<file path="src/rtl/order_book_pkg.sv">
// Shared order-book definitions: request type codes, message type bytes,
// payload lengths and the decoder FSM state encoding.
package order_book_pkg;

  localparam logic [2:0] REQ_ADD  = 3'b100;
  localparam logic [2:0] REQ_DEL  = 3'b010;
  localparam logic [2:0] REQ_DEC  = 3'b001;
  localparam logic [2:0] REQ_NONE = 3'b000;

  localparam logic [7:0] MSG_ADD = 8'h41;
  localparam logic [7:0] MSG_DEL = 8'h44;
  localparam logic [7:0] MSG_DEC = 8'h58;

  localparam logic [4:0] LEN_ADD = 5'd16;
  localparam logic [4:0] LEN_DEL = 5'd4;
  localparam logic [4:0] LEN_DEC = 5'd8;

  typedef enum logic [1:0] {
    IDLE    = 2'd0,
    COLLECT = 2'd1,
    ISSUE   = 2'd2
  } dec_state_t;

  function automatic logic [2:0] type_of_byte(input logic [7:0] b);
    case (b)
      MSG_ADD: return REQ_ADD;
      MSG_DEL: return REQ_DEL;
      MSG_DEC: return REQ_DEC;
      default: return REQ_NONE;
    endcase
  endfunction

  function automatic logic [4:0] payload_len(input logic [2:0] t);
    case (t)
      REQ_ADD: return LEN_ADD;
      REQ_DEL: return LEN_DEL;
      REQ_DEC: return LEN_DEC;
      default: return 5'd0;
    endcase
  endfunction

endpackage

</file>
<file path="src/rtl/order_req_decoder_if.sv">
// Byte-stream input and order-book request bundle of the order request decoder.
// master = decoder side, slave = stream source / order book side.
interface order_req_decoder_if;
  logic        in_valid;
  logic [7:0]  in_data;
  logic        in_ready;
  logic        req_valid;
  logic        req_ready;
  logic [31:0] req_order_id;
  logic [31:0] req_quantity;
  logic [63:0] req_price;
  logic [2:0]  req_type;
  logic        err_pulse;

  modport master (
    input  in_valid, in_data, req_ready,
    output in_ready, req_valid, req_order_id, req_quantity, req_price,
           req_type, err_pulse
  );

  modport slave (
    output in_valid, in_data, req_ready,
    input  in_ready, req_valid, req_order_id, req_quantity, req_price,
           req_type, err_pulse
  );
endinterface

</file>
<file path="src/rtl/order_req_decoder_field_shifter.sv">
// Field registers of one message: steers each payload byte into order_id,
// quantity or price by its payload position, shifting big-endian.
module order_field_shifter (
  input  logic        clk,
  input  logic        reset,
  input  logic        clear,
  input  logic        shift_en,
  input  logic [3:0]  pos,
  input  logic [7:0]  data,
  output logic [31:0] order_id,
  output logic [31:0] quantity,
  output logic [63:0] price
);

  // Payload positions 0-3 are order_id, 4-7 quantity, 8-15 price.
  always_ff @(posedge clk or posedge reset) begin
    if (reset) begin
      order_id <= 32'd0;
      quantity <= 32'd0;
      price    <= 64'd0;
    end else if (clear) begin
      order_id <= 32'd0;
      quantity <= 32'd0;
      price    <= 64'd0;
    end else if (shift_en) begin
      case (pos[3:2])
        2'b00:   order_id <= {order_id[23:0], data};
        2'b01:   quantity <= {quantity[23:0], data};
        default: price    <= {price[55:0], data};
      endcase
    end
  end

endmodule

</file>
<file path="src/rtl/order_req_decoder.sv">
// Decodes Add/Delete/Decrease byte messages into order-book requests.
// Optional ORDER_REQ_STATS_EN adds request and error counters.
module order_req_decoder
  import order_book_pkg::*;
#(
  parameter int TIMEOUT_CYCLES = 255,
  parameter int TO_W           = 8
) (
  input  logic clk,
  input  logic reset,
  order_req_decoder_if.master bus
`ifdef ORDER_REQ_STATS_EN
  ,
  output logic [15:0] stat_add,
  output logic [15:0] stat_del,
  output logic [15:0] stat_dec,
  output logic [15:0] stat_err
`endif
);

  localparam logic [TO_W-1:0] TO_MAX = TO_W'(TIMEOUT_CYCLES);

  dec_state_t      state_r, state_nx_s;
  logic [4:0]      cnt_r;
  logic [2:0]      type_r;
  logic [TO_W-1:0] to_cnt_r;
  logic            in_ready_r, req_valid_r, err_r;

  logic            accept_s, known_s, unknown_s, last_s, timeout_s, xfer_s;
  logic [2:0]      byte_type_s;
  logic [3:0]      pos_s;

  assign accept_s    = bus.in_valid && in_ready_r;
  assign byte_type_s = type_of_byte(bus.in_data);
  assign pos_s       = 4'(payload_len(type_r) - cnt_r);

  // State register.
  always_ff @(posedge clk or posedge reset) begin
    if (reset) state_r <= IDLE;
    else       state_r <= state_nx_s;
  end

  // Next-state logic and single-cycle event strobes.
  always_comb begin
    state_nx_s = state_r;
    known_s    = 1'b0;
    unknown_s  = 1'b0;
    last_s     = 1'b0;
    timeout_s  = 1'b0;
    xfer_s     = 1'b0;
    case (state_r)
      IDLE: begin
        if (accept_s) begin
          if (byte_type_s != REQ_NONE) begin
            known_s    = 1'b1;
            state_nx_s = COLLECT;
          end else begin
            unknown_s  = 1'b1;
          end
        end else begin
          state_nx_s = IDLE;
        end
      end
      COLLECT: begin
        if (accept_s) begin
          if (cnt_r == 5'd1) begin
            last_s     = 1'b1;
            state_nx_s = ISSUE;
          end else begin
            state_nx_s = COLLECT;
          end
        end else if (to_cnt_r == TO_MAX) begin
          timeout_s  = 1'b1;
          state_nx_s = IDLE;
        end else begin
          state_nx_s = COLLECT;
        end
      end
      ISSUE: begin
        if (req_valid_r && bus.req_ready) begin
          xfer_s     = 1'b1;
          state_nx_s = IDLE;
        end else begin
          state_nx_s = ISSUE;
        end
      end
      default: state_nx_s = IDLE;
    endcase
  end

  // Byte counter, message type, timeout counter and registered handshakes.
  always_ff @(posedge clk or posedge reset) begin
    if (reset) begin
      cnt_r       <= 5'd0;
      type_r      <= REQ_NONE;
      to_cnt_r    <= '0;
      in_ready_r  <= 1'b0;
      req_valid_r <= 1'b0;
      err_r       <= 1'b0;
    end else begin
      if (known_s) begin
        cnt_r  <= payload_len(byte_type_s);
        type_r <= byte_type_s;
      end else if (timeout_s || xfer_s) begin
        cnt_r  <= 5'd0;
        type_r <= REQ_NONE;
      end else if (accept_s && state_r == COLLECT) begin
        cnt_r  <= cnt_r - 5'd1;
      end
      // Counts idle cycles only while a message is partially collected.
      if (state_r == COLLECT && !accept_s && !timeout_s) to_cnt_r <= to_cnt_r + {{(TO_W-1){1'b0}}, 1'b1};
      else                                               to_cnt_r <= '0;
      in_ready_r  <= (state_nx_s != ISSUE);
      req_valid_r <= (state_nx_s == ISSUE);
      err_r       <= unknown_s || timeout_s;
    end
  end

  order_field_shifter u_shifter (
    .clk      (clk),
    .reset    (reset),
    .clear    (timeout_s || xfer_s),
    .shift_en (accept_s && state_r == COLLECT),
    .pos      (pos_s),
    .data     (bus.in_data),
    .order_id (bus.req_order_id),
    .quantity (bus.req_quantity),
    .price    (bus.req_price)
  );

  assign bus.in_ready  = in_ready_r;
  assign bus.req_valid = req_valid_r;
  assign bus.req_type  = type_r;
  assign bus.err_pulse = err_r;

`ifdef ORDER_REQ_STATS_EN
  // Wrapping counters of issued requests per type and of error pulses.
  always_ff @(posedge clk or posedge reset) begin
    if (reset) begin
      stat_add <= 16'd0;
      stat_del <= 16'd0;
      stat_dec <= 16'd0;
      stat_err <= 16'd0;
    end else begin
      if (xfer_s && type_r == REQ_ADD) stat_add <= stat_add + 16'd1;
      if (xfer_s && type_r == REQ_DEL) stat_del <= stat_del + 16'd1;
      if (xfer_s && type_r == REQ_DEC) stat_dec <= stat_dec + 16'd1;
      if (err_r)                       stat_err <= stat_err + 16'd1;
    end
  end
`endif

endmodule

</file>
<file path="src/flat_wrapper.sv">
// flat-port wrapper written by rule: the top's interface ports become plain ports
module order_req_decoder_flat import order_book_pkg::*;
#(
  parameter int TIMEOUT_CYCLES = 255,
  parameter int TO_W           = 8
)
  (clk, reset, bus_in_valid, bus_in_data, bus_req_ready, bus_in_ready, bus_req_valid, bus_req_order_id, bus_req_quantity, bus_req_price, bus_req_type, bus_err_pulse);
  order_req_decoder_if bus_i ();
  input  logic clk;
  input  logic reset;
  input wire logic [$bits(bus_i.in_valid)-1:0] bus_in_valid;
  input wire logic [$bits(bus_i.in_data)-1:0] bus_in_data;
  input wire logic [$bits(bus_i.req_ready)-1:0] bus_req_ready;
  output wire logic [$bits(bus_i.in_ready)-1:0] bus_in_ready;
  output wire logic [$bits(bus_i.req_valid)-1:0] bus_req_valid;
  output wire logic [$bits(bus_i.req_order_id)-1:0] bus_req_order_id;
  output wire logic [$bits(bus_i.req_quantity)-1:0] bus_req_quantity;
  output wire logic [$bits(bus_i.req_price)-1:0] bus_req_price;
  output wire logic [$bits(bus_i.req_type)-1:0] bus_req_type;
  output wire logic [$bits(bus_i.err_pulse)-1:0] bus_err_pulse;
  assign bus_i.in_valid = bus_in_valid;
  assign bus_i.in_data = bus_in_data;
  assign bus_i.req_ready = bus_req_ready;
  assign bus_in_ready = bus_i.in_ready;
  assign bus_req_valid = bus_i.req_valid;
  assign bus_req_order_id = bus_i.req_order_id;
  assign bus_req_quantity = bus_i.req_quantity;
  assign bus_req_price = bus_i.req_price;
  assign bus_req_type = bus_i.req_type;
  assign bus_err_pulse = bus_i.err_pulse;
  order_req_decoder #(.TIMEOUT_CYCLES(TIMEOUT_CYCLES), .TO_W(TO_W)) u_core (.clk(clk), .reset(reset), .bus(bus_i));
endmodule
</file>
<file path="config.mk">
export PLATFORM = sky130hd
export DESIGN_NAME = order_req_decoder_flat
export DESIGN_NICKNAME = d
export VERILOG_FILES = /design/src/rtl/order_book_pkg.sv /design/src/rtl/order_req_decoder_if.sv /design/src/rtl/order_req_decoder_field_shifter.sv /design/src/rtl/order_req_decoder.sv /design/src/flat_wrapper.sv
export SDC_FILE = /design/constraint.sdc
export NUM_CORES = 1
export LEC_CHECK = 0
export CAP_MARGIN = 10
export CORE_ASPECT_RATIO = 0.5
export CORE_UTILIZATION = 51
export CTS_CLUSTER_SIZE = 20
export DETAILED_ROUTE_END_ITERATION = 7
export PLACE_DENSITY_LB_ADDON = 0.2
export SETUP_SLACK_MARGIN = 0.4
export SKIP_CTS_REPAIR_TIMING = 1
export SLEW_MARGIN = 30
export SYNTH_ARGS = -nofsm -noshare
export SYNTH_HDL_FRONTEND = slang
export SYNTH_HIERARCHICAL = 1
export SYNTH_SLANG_ARGS = --single-unit
</file>
<file path="constraint.sdc">
create_clock -name clk -period 5.8 [get_ports clk]
set_input_delay 1.74 -clock clk [delete_from_list [all_inputs] [get_ports clk]]
set_output_delay 1.74 -clock clk [all_outputs]
set_load 0.05 [all_outputs]
</file>
* Yosys cells after proc, flatten, opt, wreduce, memory -nomap -nowiden
Cells that the tools add are included.
Word-level totals: bits in registers 149, input port bits 12
Cells by class: add/subtract/negate cells 3, eq/ne operators 17, muxes and demuxes 36, reduce and logical (&&, ||, !) cells 21
Operators with widths (number):
- $mux W32 | 6
- $mux W64 | 3
- $eq A8 B7 Y1 const B | 3
- $mux W5 | 3
- $pmux W5 S3 | 1
- $mux W1 | 12
- $pmux W4 S3 | 1
- $mux W2 | 5
- $pmux W3 S3 | 1
- $add A8 B1 Y8 const B | 1
- $eq A8 B8 Y1 const B | 1
- $mux W8 | 1
- $reduce_bool A2 Y1 | 4
- $eq A3 B1 Y1 const B | 2
- $eq A3 B2 Y1 const B | 2
- $eq A3 B3 Y1 const B | 2
- $mux W3 | 2
- $pmux W2 S3 | 1
- $reduce_and A2 Y1 | 3
- $reduce_bool A3 Y1 | 2
- $eq A5 B1 Y1 const B | 1
- $logic_and A1 B1 Y1 | 5
- $sub A5 B1 Y5 const B | 1
- $eq A2 B1 Y1 const B | 2
- other kinds (8) | 12

* Depth between registers and ports, before layout
Gate-level depths: netlist (run 1).
depth in word-level cells 8, depth in mapped cells 8, mapped depth without buffers 6

* By module
Netlist (run 1), hierarchy kept.
Modules (own cells, without submodules):
- order_field_shifter | instances 1, cells each 511, area each 5831.8 µm², sequential area each 3203.1 µm²
- order_req_decoder | instances 1, cells each 117, area each 1168.6 µm², sequential area each 525.5 µm²

* Worst setup path after synthesis (run 1)
OpenSTA, ideal clock, no wires.
path kind input port to flip-flop, from input port bus_in_data[2], to register u_core.type_r[0] (netlist: u_core/bus.req_type[0]), arrival time 3.017 ns, required time 5.682 ns, path slack 2.665 ns, cell stages on the path 4, buffers on the path 0, cell sequence or4b_4 a311o_1 and2_4 a21o_1
Between the ends: cells in the longest elaborated chain, start to end 7, elaborated cells between the ends (all ways) 10, classes of those cells eq/ne (3); mux (5); reduce/logical (2)
Ends and longest elaborated chain:
- from (decl) | RTL line flat_wrapper.sv:12 | input wire logic [$bits(bus_i.in_data)-1:0] bus_in_data;
- $eq A8 B7 Y1 | RTL line order_book_pkg.sv:25 | case (b)
- $pmux W3 S3 (*) | RTL line order_book_pkg.sv:25
- $reduce_bool A3 Y1 | RTL line order_req_decoder.sv:54 | if (byte_type_s != REQ_NONE) begin
- $mux W1 | RTL line order_req_decoder.sv:54
- $mux W1 | RTL line order_req_decoder.sv:53 | if (accept_s) begin
- $mux W1 | RTL line order_req_decoder.sv:51 | case (state_r)
- $mux W3 or $reduce_bool A2 Y1 (tied branches)
- to (signal assigned) | RTL line order_req_decoder.sv:103 | type_r <= byte_type_s;
- to (decl) | RTL line order_req_decoder.sv:25 | logic [2:0] type_r;
Every way passes the cells marked *; elsewhere a longest branch is shown, timed or not. A chain may end at the register's enable or synchronous reset.

* Final worst setup path (run 1)
from input port bus_in_valid, to register u_core.u_shifter.price[25]
Between the ends: cells in the longest elaborated chain, start to end 6, elaborated cells between the ends (all ways) 9, classes of those cells eq/ne (1); mux (3); reduce/logical (5)
Ends and longest elaborated chain:
- from (decl) | RTL line flat_wrapper.sv:11 | input wire logic [$bits(bus_i.in_valid)-1:0] bus_in_valid;
- $logic_and A1 B1 Y1 (*) | RTL line order_req_decoder.sv:33 | assign accept_s = bus.in_valid && in_ready_r;
- $mux W1 | RTL line order_req_decoder.sv:65 | if (accept_s) begin
- $mux W1 | RTL line order_req_decoder.sv:51
- $logic_or A1 B1 Y1 | RTL line order_req_decoder.sv:122 | .clear (timeout_s || xfer_s),
- $ne A2 B1 Y1 (no line) or $reduce_bool A2 Y1 (tied branches)
- $reduce_and A2 Y1 (no line)
- to (signal assigned) | RTL line order_req_decoder_field_shifter.sv:29 | default: price <= {price[55:0], data};
- to (decl) | RTL line order_req_decoder_field_shifter.sv:12 | output logic [63:0] price
Marked as above.

==> metrics.txt, run 1 <==
status finished clean; WP depth 5; Starting Density a little over half; placed cell count ~900; routability cong. just under 0.8; max_slew headroom a little under two fifths; Post-Route WL 16,000 um; reg-to-reg critical path endpoint u_core/u_shifter/price[25]; Worst Setup EP u_core/u_shifter/price[25]; Die H between 80 and 90 um; core area ~13,000 um^2; HP Class reg2reg; FF-to-FF setup slack ~2.8 ns; DR iter-0 viols 390; Reg power frac 35.3%; H-tree levels 4; min Tclk post-route 3.82 ns; First-pass DRT Iterations 5; I/O pin cnt 146; vias in the first global route 4,943; number of synthesized flops with an enable pin 0; Area growth, synth to finish 29.5%; Hold Fails Final Rpt 0; largest stage delay on the critical path slightly below 0.8 ns; CTS root buf clkbuf_16; critical path startpoint category input pin; Buffers on Ports roughly 150; layout cells sized above 1 14.9%; die width 168 um; most common cell after layout, fill and taps aside dfrtp_1; switching share of power between 40 and 50%; Sw Pwr around 1.5 mW; Worst Tran Pin Value 0.929 ns; Distinct cells, synth 45; nets@finish roughly 760; CTS Buf Count 17; worst-skew pair later-pin latency between 0.4 and 0.5 ns; final worst slack slightly below 2 ns; DP Wirelength about 10,000 um; initial antenna violation count 0; Crit path max-delay family buffers and inverters; Peak VDD IR between 200 and 300 uV; Pleak 4.24 nW; critical path type in2reg; Post-Place Cell Area 8490 um^2; Worst EP arrival between 4 and 5 ns; Mapped Area 7000 um^2; Comb pwr share 35.7%; global route total overflow 0; CP Cell Sequence clkdlybuf4s50_1 -> and4b_4 -> buf_4 -> nand3_1 -> a21oi_1; cell area after layout roughly 9100 um^2; first-pass GRT wire length approximately 26,000 um; r2r worst-path depth 8; syn_area_per_cell ~11 um^2; cell taking the most area after synthesis dfrtp_1; Clk network pwr share 29.1%; CTS tree yes; CP max stage cell buf_4; clk sinks 149; Critical Path RT about 6 ns; Die ar. ~14,000 um^2; clk buf depth 2; worst setup path start bus_in_valid; largest fanout on the critical path approximately 100; via count ~5,000; top cells by area, synth dfrtp_1, a21bo_2, mux2i_1; endpoints failing setup 0; fmax approximately 260 MHz; power per cell area 398 nW/um^2; crit share post-route between 60% and 70%; async set-reset flop share out of synthesis 100%; via/cell ratio approximately 5.4; ys flop type dfrtp_1; Int Power 2.14 mW; post-synth top area share a little over half; Place WS 1.62 ns; Setup TNS 0 ns; pin count of the biggest net entering global routing about 140; Max Slew Vio Count 0; register area share after synthesis between 50 and 60%; Mapped Cells 628; RR Startpoint u_core/bus.req_type[0]; sum of buffers and inverters on the critical path 2; Worst Setup End Kind flip-flop; max-cap violation count 0; Seq cells post-synth 149; Layout Skew around 0.009 ns; total power 3.61 mW; clock slew at reported path FFs around 0.060 ns; RSZ-0062 raised after global routing no; # rows 29; post-route ant nets 0; final std cells w/o fill slightly above 900; Ys Warns 6; DRC Markers 0; n_diodes 0; GRT Total Usage about a quarter; syn_nets 645; leading cell types in the layout, fill and taps excluded dfrtp_1, clkdlybuf4s50_1, nand2b_1; Routed WL per cell between 15 and 20 um
==> worst reg2reg max path: stages (launching register included) <==
cell	delay, ns
dfrtp_1	0.41
nor3b_1	0.27
ha_1	0.30
a31oi_1	0.22
xnor2_2	0.13
buf_4	0.35
buf_4	0.80
nand3_1	0.21
a21oi_1	0.21
==> logic make-up after synthesis <==
family	count (synthesis)	share of synthesized area, %
adders and majority gates	5	0.894
AOI/OAI and AO/OA	147	15.7
xor gates and xnor gates	10	1.25
muxes	64	9.15
DFF	149	53.3
and+or+nand+nor	193	15.9
buffers and inverters	60	3.84
==> per-stage QoR <==
step,hold WS (ns),utilization (%)
floorplan,0.448,-
global placement,0.471,65.2
global route,0.526,69.6
detailed placement,0.499,65.2
finish,0.507,69.6
CTS,0.515,69.6
==> synth_stat cells, types with 2 or more instances <==
library cell / n
o31ai_1: 3
clkbuf_1: 27
or4b_4: 2
buf_2: 11
a21oi_1: 68
nor3_1: 2
and3_1: 2
nand3_1: 71
xnor2_1: 3
a31oi_1: 2
a21bo_2: 64
nor3b_1: 2
nand3b_1: 2
nand2_1: 10
and4b_1: 2
a21o_1: 2
ha_1: 5
dfrtp_1: 149
buf_1: 10
mux2i_1: 64
inv_1: 8
nor2_1: 14
nand2b_1: 73
buf_6: 4
xor2_1: 7
a211oi_2: 2
==> sequential cells by signal (all words and copies together), names as in the netlist <==
register and cells:
u_core/u_shifter/quantity 32, u_core/bus.in_ready 1, u_core/cnt_r 5, u_core/state_r 2, u_core/bus.req_type 3, u_core/u_shifter/price 64
u_core/u_shifter/order_id 32, u_core/to_cnt_r 8, u_core/bus.req_valid 1, u_core/bus.err_pulse 1
==> how the worst min path moves through the flow <==
stage / start / cells after the start / end
floorplan: u_core/to_cnt_r[0] / 1 / u_core/to_cnt_r[0]
global placement: u_core/to_cnt_r[0] / 1 / u_core/to_cnt_r[0]
detailed placement: u_core/to_cnt_r[0] / 1 / u_core/to_cnt_r[0]
CTS: u_core/to_cnt_r[0] / 1 / u_core/to_cnt_r[0]
global route: u_core/to_cnt_r[0] / 1 / u_core/to_cnt_r[0]
finish: u_core/to_cnt_r[0] / 1 / u_core/to_cnt_r[0]
==> cell type report <==
cell class                      count  area [um^2]
Fill cell                         983         3960
Timing Repair Buffer              151         1500
Sequential cell                   149         3730
Multi-Input combinational cell    419         3020
Clock inverter                     13          113
Tap cell                          170          213
Inverter                            8         38.8
Clock buffer                       19          453
==> metal layers <==
metal  wire [um]  part of all wire (%)  up-vias  global-route usage [%]
li1            -                     -     2442                       -
met1        7940                    50     2456                    33.4
met2        7250                    45      117                    36.4
met3         766                   4.8        4                    5.64
met4          51                  0.32        0                    5.75
met5           0                     0        -                       0
==> power by group through the flow <==
stage | sequential (mW) | combinational (mW) | clock (mW)
global route | 1.29 | 1.37 | 1.12
CTS | 1.27 | 1.29 | 1.07
finish | 1.27 | 1.29 | 1.05
floorplan | 1.66 | 0.530 | 0
detailed placement | 1.29 | 1.28 | 0
global placement | 1.29 | 1.27 | 0
No activity file was read; power rests on OpenSTA's default activity.
==> run 2, diff against run 1 <==
clock period = 3.8 ns   (was 5.8 ns; I/O delays follow)
==> run 2 against run 1 <==
Against the previous run: clock skew rose by 0.0020 ns; register-to-register slack got worse by 1.8 ns; sequential share of layout area down 0.66 points; cell area grew 1.6%; flip-flop and latch count unchanged; global-route usage is 0.43 points higher; setup slack worse by 1.1 ns; core utilization increased by 1.1 points; die area stayed put; hold slack got worse by 0.022 ns; critical path type unchanged; largest cell class unchanged.
==> metrics.txt, run 2 (synthesized netlist as in run 1, its figures left out) <==
status finished clean; Place WS between 0.5 and 0.6 ns; Max Slew Vio Count 0; nets@finish around 770; CTS Buf Count 17; RR Startpoint u_core/bus.req_type[2]; CP Cell Sequence clkdlybuf4s50_1 -> nand2_1 -> a41oi_1 -> clkinv_2 -> buf_4 -> nand2b_1 -> mux2i_1; max reg flops 64; Max Used Layer met4; HP Class reg2reg; endpoints failing setup 0; initial antenna violation count 0; core area around 13,000 um^2; routability cong. about 0.9; largest stage delay on the critical path 0.50 ns; Buffers on Ports around 150; Pleak between 4 and 5 nW; First-pass DRT Iterations 5; Starting Density 53.7%; Worst Setup End Kind flip-flop; Post-Route WL 16,400 um; Routed WL per cell 17.5 um; Peak VDD IR between 600 and 700 uV; first-pass GRT wire length 26,500 um; final worst slack 0.877 ns; via/cell ratio around 5.5; sum of buffers and inverters on the critical path 3; Die H roughly 85 um; hold path depth 1; CP max stage cell clkdlybuf4s50_1; H-tree levels 4; worst-skew pair later-pin latency 0.41 ns; most common cell after layout, fill and taps aside dfrtp_1; DR iter-0 viols 414; clock slew at reported path FFs 0.06 ns; die width between 150 and 200 um; utilization after layout 70.7%; CTS root buf clkbuf_16; met3 wire len around 970 um; FF-to-FF setup slack between 0.9 and 1 ns; post-route ant nets 0; I/O pin cnt between 100 and 150; Met1 Wirelength between 7000 and 8000 um; critical path type in2reg; power per cell area 624 nW/um^2; max-cap violation count 0; largest fanout on the critical path 79; Layout Skew 0.0111 ns; GRT Total Usage roughly a quarter; met2 wire length between 7000 and 8000 um; # rows 29; Reg with most FFs u_core/u_shifter/price; Hold Crit Start u_core/to_cnt_r[0]; Die ar. 14,200 um^2; pin count of the biggest net entering global routing 142; hold endpoint u_core/to_cnt_r[0]; Hold Fails Final Rpt 0; crit share post-route roughly three quarters; r2r worst-path depth 8; reg-to-reg critical path endpoint u_core/u_shifter/quantity[26]; Area growth, synth to finish 31.6%; RSZ-0062 raised after global routing no; clk sinks 149; DRC Markers 0; critical path startpoint category input pin; global route total overflow 0; top flop regs u_core/u_shifter/price (64), u_core/u_shifter/order_id (32), u_core/u_shifter/quantity (32); WP depth 7; DP Wirelength 10,600 um; Worst Tran Pin Value 0.791 ns; n_diodes 0; max_slew headroom 47.2%; vias in the first global route around 4,800; clk buf depth 2; layout cells sized above 1 15.1%; Critical Path RT between 4 and 5 ns; via count 5,163; fmax between 300 and 400 MHz; min Tclk post-route slightly below 3 ns; CTS tree yes; Worst EP arrival between 3 and 4 ns; Crit path max-delay family buffers and inverters; Setup TNS 0 ns; leading cell types in the layout, fill and taps excluded dfrtp_1, clkdlybuf4s50_1, nand2b_1
## run 2: cell count changes in the layout (fill, tap and decap cells not counted)
cell	change
inv_6	-3
buf_4	+1
buf_6	-1
buf_16	+1
buf_12	+3
bufinv_16	+4
clkinv_4	-1
clkinv_2	+1
inv_8	-3
clkbuf_1	+2
## run 2: worst max-delay path by stage
stage | start | to | slack (ns)
floorplan | reset | u_core/u_shifter/order_id[0] | 1.08
global placement | bus_in_valid | u_core/u_shifter/quantity[4] | 0.57
detailed placement | bus_in_valid | u_core/u_shifter/quantity[0] | 0.53
CTS | bus_in_valid | u_core/u_shifter/quantity[2] | 0.94
global route | bus_req_ready | u_core/u_shifter/order_id[7] | 0.76
finish | bus_in_valid | u_core/u_shifter/quantity[7] | 0.88
## run 2: area by class of cell
class	count	area, um^2
clock inverter	11	173
inverter	8	35.0
tap	170	213
fill	958	3820
sequential	149	3730
timing repair buffer	155	1580
clock buffer	21	460
multi-input combinational	419	3020
## run 2: per-layer routing
layer,GRT usage (%),vias to the layer above
met5,0,-
met4,6.59,0
met3,5.69,14
met2,36.3,136
met1,34.4,2542
li1,-,2471
## run 2: worst register-to-register path, cell delays in order, from the launching register on
cell      delay (ns)
dfrtp_1         0.41
nor3b_1         0.34
ha_1            0.32
a31oi_1         0.24
xnor2_2         0.20
buf_12          0.42
nand3b_1        0.20
buf_4           0.39
mux2i_1         0.26
## run 2: stage by stage
step	hold slack (ns)	instance area (um^2)	std cells	power (mW)
after floorplan	0.448	7000	628	3.35
after global placement	0.464	8550	900	3.93
after detailed placement	0.481	8550	900	3.96
after CTS	0.487	9180	932	5.77
after global routing	0.526	9210	933	5.99
final	0.486	9210	933	5.75
## run 2: report_power, final
group          total, mW  switching (mW)  internal (mW)
clock               1.79           0.654           1.14
combinational       2.01            1.40          0.617
sequential          1.94           0.158           1.78
